[src/rtl/muldiv_pkg.sv]
// Shared definitions for the iterative multiply/divide sequencer.
// Contents: FSM state type, operation codes, default operand width.
// Optional feature macro: MULDIV_SDIV_EN (signed divide on op 2'b10).
package muldiv_pkg;

    localparam int unsigned N_DEFAULT = 64;

    typedef enum logic [1:0] {
        IDLE = 2'b00,
        RUN  = 2'b01,
        DONE = 2'b10
    } state_t;

    localparam logic [1:0] OP_MUL  = 2'b00;
    localparam logic [1:0] OP_UDIV = 2'b01;
    localparam logic [1:0] OP_SDIV = 2'b10;

endpackage

[src/rtl/muldiv_datapath.sv]
// Iteration registers for the multiply/divide sequencer: shift-add multiply
// and restoring divide, one bit per step.
// Ports:
//   clk, rst       clock, asynchronous active-high reset
//   load           latch operands/op (one cycle, on accept)
//   step           perform one iteration
//   op, op_a, op_b operation code and operands
//   result         final value (product low word, quotient, or 0 on /0)
//   div_zero       latched: divide with zero divisor
// Optional feature macro: MULDIV_SDIV_EN (magnitude conversion + sign fix-up).
module muldiv_datapath
    import muldiv_pkg::*;
#(
    parameter int unsigned N = N_DEFAULT
) (
    input  logic         clk,
    input  logic         rst,
    input  logic         load,
    input  logic         step,
    input  logic [1:0]   op,
    input  logic [N-1:0] op_a,
    input  logic [N-1:0] op_b,
    output logic [N-1:0] result,
    output logic         div_zero
);

    // a: multiplicand (MUL) or dividend shifting into quotient (DIV)
    // b: multiplier (MUL) or divisor (DIV)
    logic [N-1:0] a, b, acc, rem;
    logic         is_div;
    logic         is_div_in;
    logic [N-1:0] a_in, b_in, quot;
    logic [N:0]   rem_sh;
    logic         rem_ge;

    assign is_div_in = (op == OP_UDIV) || (op == OP_SDIV);

`ifdef MULDIV_SDIV_EN
    logic neg, neg_in, is_sdiv_in;
    assign is_sdiv_in = (op == OP_SDIV);
    assign a_in   = (is_sdiv_in && op_a[N-1]) ? -op_a : op_a;
    assign b_in   = (is_sdiv_in && op_b[N-1]) ? -op_b : op_b;
    assign neg_in = is_sdiv_in && (op_a[N-1] ^ op_b[N-1]);
    assign quot   = neg ? -a : a;
`else
    assign a_in = op_a;
    assign b_in = op_b;
    assign quot = a;
`endif

    // Remainder is kept one bit wider during the shift so divisors with the
    // MSB set still compare correctly.
    assign rem_sh = {rem, a[N-1]};
    assign rem_ge = rem_sh >= {1'b0, b};
    assign result = !is_div ? acc : (div_zero ? '0 : quot);

    always_ff @(posedge clk or posedge rst) begin
        if (rst) begin
            a        <= '0;
            b        <= '0;
            acc      <= '0;
            rem      <= '0;
            is_div   <= 1'b0;
            div_zero <= 1'b0;
`ifdef MULDIV_SDIV_EN
            neg      <= 1'b0;
`endif
        end else if (load) begin
            a        <= a_in;
            b        <= b_in;
            acc      <= '0;
            rem      <= '0;
            is_div   <= is_div_in;
            div_zero <= is_div_in && (op_b == '0);
`ifdef MULDIV_SDIV_EN
            neg      <= neg_in;
`endif
        end else if (step) begin
            if (is_div) begin
                rem <= rem_ge ? (rem_sh[N-1:0] - b) : rem_sh[N-1:0];
                a   <= {a[N-2:0], rem_ge};
            end else begin
                if (b[0]) acc <= acc + a;
                a <= a << 1;
                b <= b >> 1;
            end
        end
    end

endmodule

[src/rtl/muldiv_sequencer.sv]
// Iterative multi-cycle MUL/UDIV(/SDIV) unit beside the execute-stage ALU.
// Ports:
//   clk, reset          clock, asynchronous active-high reset
//   start_E, op_E       request and operation (sampled only in IDLE)
//   opA_E, opB_E        operands
//   flush_E             abort; forces IDLE on the next edge
//   stall_E             holds the pipeline while the unit is occupied
//   busy                state != IDLE
//   done                one-cycle pulse, result_E valid
//   result_E            product/quotient, held until the next completion
// Optional feature macro: MULDIV_SDIV_EN (op 2'b10 as signed divide).
module muldiv_sequencer
    import muldiv_pkg::*;
#(
    parameter int unsigned N = N_DEFAULT
) (
    input  logic         clk,
    input  logic         reset,
    input  logic         start_E,
    input  logic [1:0]   op_E,
    input  logic [N-1:0] opA_E,
    input  logic [N-1:0] opB_E,
    input  logic         flush_E,
    output logic         stall_E,
    output logic         busy,
    output logic         done,
    output logic [N-1:0] result_E
);

    localparam int unsigned CNT_W = $clog2(N);

    state_t           state, state_nxt;
    logic [CNT_W-1:0] count;
    logic [N-1:0]     result_q, dp_result;
    logic             load, step, div_zero;

    muldiv_datapath #(.N(N)) u_datapath (
        .clk      (clk),
        .rst      (reset),
        .load     (load),
        .step     (step),
        .op       (op_E),
        .op_a     (opA_E),
        .op_b     (opB_E),
        .result   (dp_result),
        .div_zero (div_zero)
    );

    always_ff @(posedge clk or posedge reset) begin
        if (reset) begin
            state    <= IDLE;
            count    <= '0;
            result_q <= '0;
        end else begin
            state <= state_nxt;
            if (load)
                count <= CNT_W'(N - 1);
            else if (state == RUN)
                count <= count - CNT_W'(1);
            if (state == DONE && !flush_E)
                result_q <= dp_result;
        end
    end

    always_comb begin
        state_nxt = state;
        load      = 1'b0;
        step      = 1'b0;
        stall_E   = 1'b0;
        done      = 1'b0;
        case (state)
            IDLE: begin
                stall_E = start_E & ~flush_E;
                if (start_E && !flush_E) begin
                    load      = 1'b1;
                    state_nxt = RUN;
                end
            end
            RUN: begin
                stall_E = 1'b1;
                step    = 1'b1;
                if (flush_E)
                    state_nxt = IDLE;
                else if (count == '0 || div_zero)
                    state_nxt = DONE;
            end
            DONE: begin
                done      = ~flush_E;
                state_nxt = IDLE;
            end
            default: state_nxt = IDLE;
        endcase
    end

    assign busy = (state != IDLE);
    // The completing value is visible during the DONE cycle itself; a flush
    // in that cycle leaves the previously held result on the output.
    assign result_E = (state == DONE && !flush_E) ? dp_result : result_q;

endmodule

[config.mk]
export PLATFORM = sky130hd
export DESIGN_NAME = muldiv_sequencer
export DESIGN_NICKNAME = d
export VERILOG_FILES = /design/src/rtl/muldiv_pkg.sv /design/src/rtl/muldiv_datapath.sv /design/src/rtl/muldiv_sequencer.sv
export SDC_FILE = /design/constraint.sdc
export NUM_CORES = 1
export LEC_CHECK = 0
export CORE_ASPECT_RATIO = 1.2
export CORE_MARGIN = 3
export CORE_UTILIZATION = 40
export DETAILED_ROUTE_END_ITERATION = 8
export GPL_ROUTABILITY_DRIVEN = 0
export HOLD_SLACK_MARGIN = 0.06
export SLEW_MARGIN = 20
export SYNTH_ARGS = -nofsm -noshare
export SYNTH_HDL_FRONTEND = slang
export SYNTH_SLANG_ARGS = --single-unit
[constraint.sdc]
create_clock -name clk -period 11.1 [get_ports clk]
set_input_delay 2.22 -clock clk [delete_from_list [all_inputs] [get_ports clk]]
set_output_delay 2.22 -clock clk [all_outputs]
set_load 0.005 [all_outputs]
==> results.toml <==
[critical_path]
r2r_cells = 13
r2r-start = "u_datapath.a[63]$_DFFE_PP0N_"
worstPathArrival_ns = 4.74
r2r_end = "u_datapath.rem[53]$_DFFE_PP0P_"
cp-end-kind = "output port"
slowest_delay_ns = 0.66
critPathLaunch = "flush_E"
crit_type = "primary input to output port"
critical_path_required_ns = 8.88
crit_chain = "clkdlybuf4s50_1, nor3b_2, buf_6, o221ai_1, o21a_1, clkdlybuf4s50_1"
critPathMaxFanout = 129
cpMaxStageDelayCell = "buf_6"
reg2reg_slack_ns = 6.38
cpMostUsedCell = "clkdlybuf4s50_1"
critPathLaunchType = "primary input"

[sta]
grt_setup_unrepaired = "false"
fmax_ghz = 0.144
finalCritPeriodShare_pct = 62.7
drv_slew = 0
worst_slack_ns = 4.14
clock_skew_ns = 0.0162
fin_setup_tns_ns = 0
hold_violations = 0
min_period_ns = 6.96
relSlewSlack_pct = 33.1
setup_viol = 0
tightest_slew_ns = 1.00

[detailed_routing]
num_vias = 19900
drt-total-wl_um = 64400
drtIter0Drc = 1246
wire_per_inst_um = 18.7
antenna_left = 0
viasPerCell = 5.80
first_pass_iters = 5
drc_errors = 0

[logic_synthesis]
synthFlopType = "dfrtp_1"
avgSynthCellArea_um2 = 8.39
synth_edf_count = 0
ys_top_cells_by_area = "dfrtp_1, ha_1, nand2_1, a21oi_1, o21ai_0"
synth_seq_area_share_pct = 37.7
synthArstFlopShare_pct = 100
syn_inst = 2609
ys_types = 74
yosysMostFrequentCell = "nand2_1"
yosysWarningCount = 0
yosysTopAreaCellShare_pct = 37.7
synth_nets = 2874
yosysTopAreaCell = "dfrtp_1"
synth.cell_area_mm2 = 0.0219
netlist_top_cells_count = "nand2_1, dfrtp_1, a21oi_1"
synth-seq-cells = 330

[placement]
dp_hpwl_um = 46600
pre_cts_ws_ns = 3.89
io_buffers = 200

[run]
drv_cap = 0

[clocking]
htreeDepth = 2
cts_buffers = 38
cts_buffer_depth = 3
cts_root_buf = "clkbuf_16"
clk_latency_ns = 0.57
post-cts-setup-buffers = 0
ctsHoldBuffers = 0
tritoncts = "built"
cts_resized = 0
cts.sinks = 330
cts.clk_slew.worst_paths_ns = 0.06

[die]
fp.dieW_um = 219
dieArea_mm2 = 0.0576
core_area_mm2 = 0.0539
die_y_um = 262
num_rows = 93
io-pin-count = 201
start_util_pct = 40.6

[grt]
antenna_found_initial = 7
grt-ovfl-total = 0
grt_max_degree = 130
track_usage_pct = 22.1
grt_first_pass_wirelength_um = 104000
grt_pass1_vias = 19500

[worst_hold_path]
hp-class = "flop to flop"
hold_path_depth = 1
hp-start = "result_q[26]$_DFF_PP0_"
worstHoldEndpoint = "result_q[26]$_DFF_PP0_"

[finish]
drive_above_1_share_pct = 3.90
area_growth_pct = 16.7
n_fill_cell = 5228
nNetsFinal = 2960

[pwr]
power.density_mw_per_mm2 = 251
ir_drop_v = 0.000196
p_leak_nw = 11.1

[run_status]
status = "finished, final reports clean"
final cells by class:
class / instances / area (µm²) / area share, %
Clock buffer: 55 / 1110 / 4.33
Antenna cell: 4 / 10.0 / 0.0392
Tap cell: 712 / 891 / 3.49
Sequential cell: 330 / 8260 / 32.4
Clock inverter: 11 / 114 / 0.446
Timing Repair Buffer: 220 / 2160 / 8.45
Multi-Input combinational cell: 1929 / 12300 / 48.3
Inverter: 176 / 664 / 2.60
worst max-delay path by stage:
stage,slack [ns],depth (start not counted),end
3_5_place_dp,3.89,6,result_E[5]
5_1_grt,3.99,6,result_E[28]
3_3_place_gp,4.04,6,result_E[9]
6_report,4.14,6,result_E[5]
2_1_floorplan,4.47,1,count[0]$_DFFE_PP0N_
4_1_cts,3.82,6,result_E[28]
registers in the layout, summed over array words and instances (netlist names):
register / flops
u_datapath.a: 64
u_datapath.b: 64
count: 6
u_datapath.is_div: 1
u_datapath.div_zero: 1
result_q: 64
state: 2
u_datapath.acc: 64
u_datapath.rem: 64
layout by cell type (no fill, tap or decap), types with 39 or more instances in the layout:
cell / count
xnor2_1: 63
o21a_1: 78
a211oi_1: 73
ha_1: 129
dfrtp_1: 328
nand4_1: 46
clkbuf_16: 39
o221ai_1: 66
o21ai_0: 150
nand2_1: 349
nor2_1: 160
a22oi_1: 75
xor2_1: 48
o22ai_1: 55
clkdlybuf4s50_1: 200
a21o_1: 53
a21oi_1: 240
inv_1: 175
critical path, delay by kind of cell:
family,cells,cell delay (ns)
AOI/OAI and AO/OA,2,0.50
buffers and inverters,3,1.68
and+or+nand+nor,1,0.25
through the flow:
step	hold slack (ns)	util, %	total power [mW]	std cells	cell area, µm²
after floorplan	0.466	-	4.34	2609	21900
after global placement	0.473	45.1	5.08	3367	24300
after detailed placement	0.477	45.1	5.13	3367	24300
after CTS	0.491	47.4	6.43	3433	25500
after global routing	0.508	47.4	6.94	3434	25500
final	0.486	47.4	6.40	3437	25500
cell families after synthesis:
logic type               count (synthesis)  share of synthesized area, %
XOR/XNOR                               111                          4.44
multiplexers                            12                         0.549
AND/OR/NAND/NOR                        722                          14.7
adder cells (fa/ha/maj)                131                          7.56
flip-flops                             330                          37.7
buffers and inverters                  350                          6.15
AO/OA/AOI/OAI                          953                          28.9
per-layer routing:
layer / track usage (%) / vias up / share of wire (%)
met5: 0 / - / 0.071
met4: 8.12 / 6 / 3.4
met3: 3.49 / 122 / 5.2
met2: 38.4 / 488 / 49
met1: 27.7 / 9674 / 43
li1: - / 9645 / -
power by group:
group	switching, mW	internal (mW)	leakage [nW]	total, mW
sequential	0.276	1.58	4.13	1.85
clock	0.525	0.737	0.598	1.26
combinational	2.04	1.25	6.39	3.29
Power figures use the tool's default switching activity.
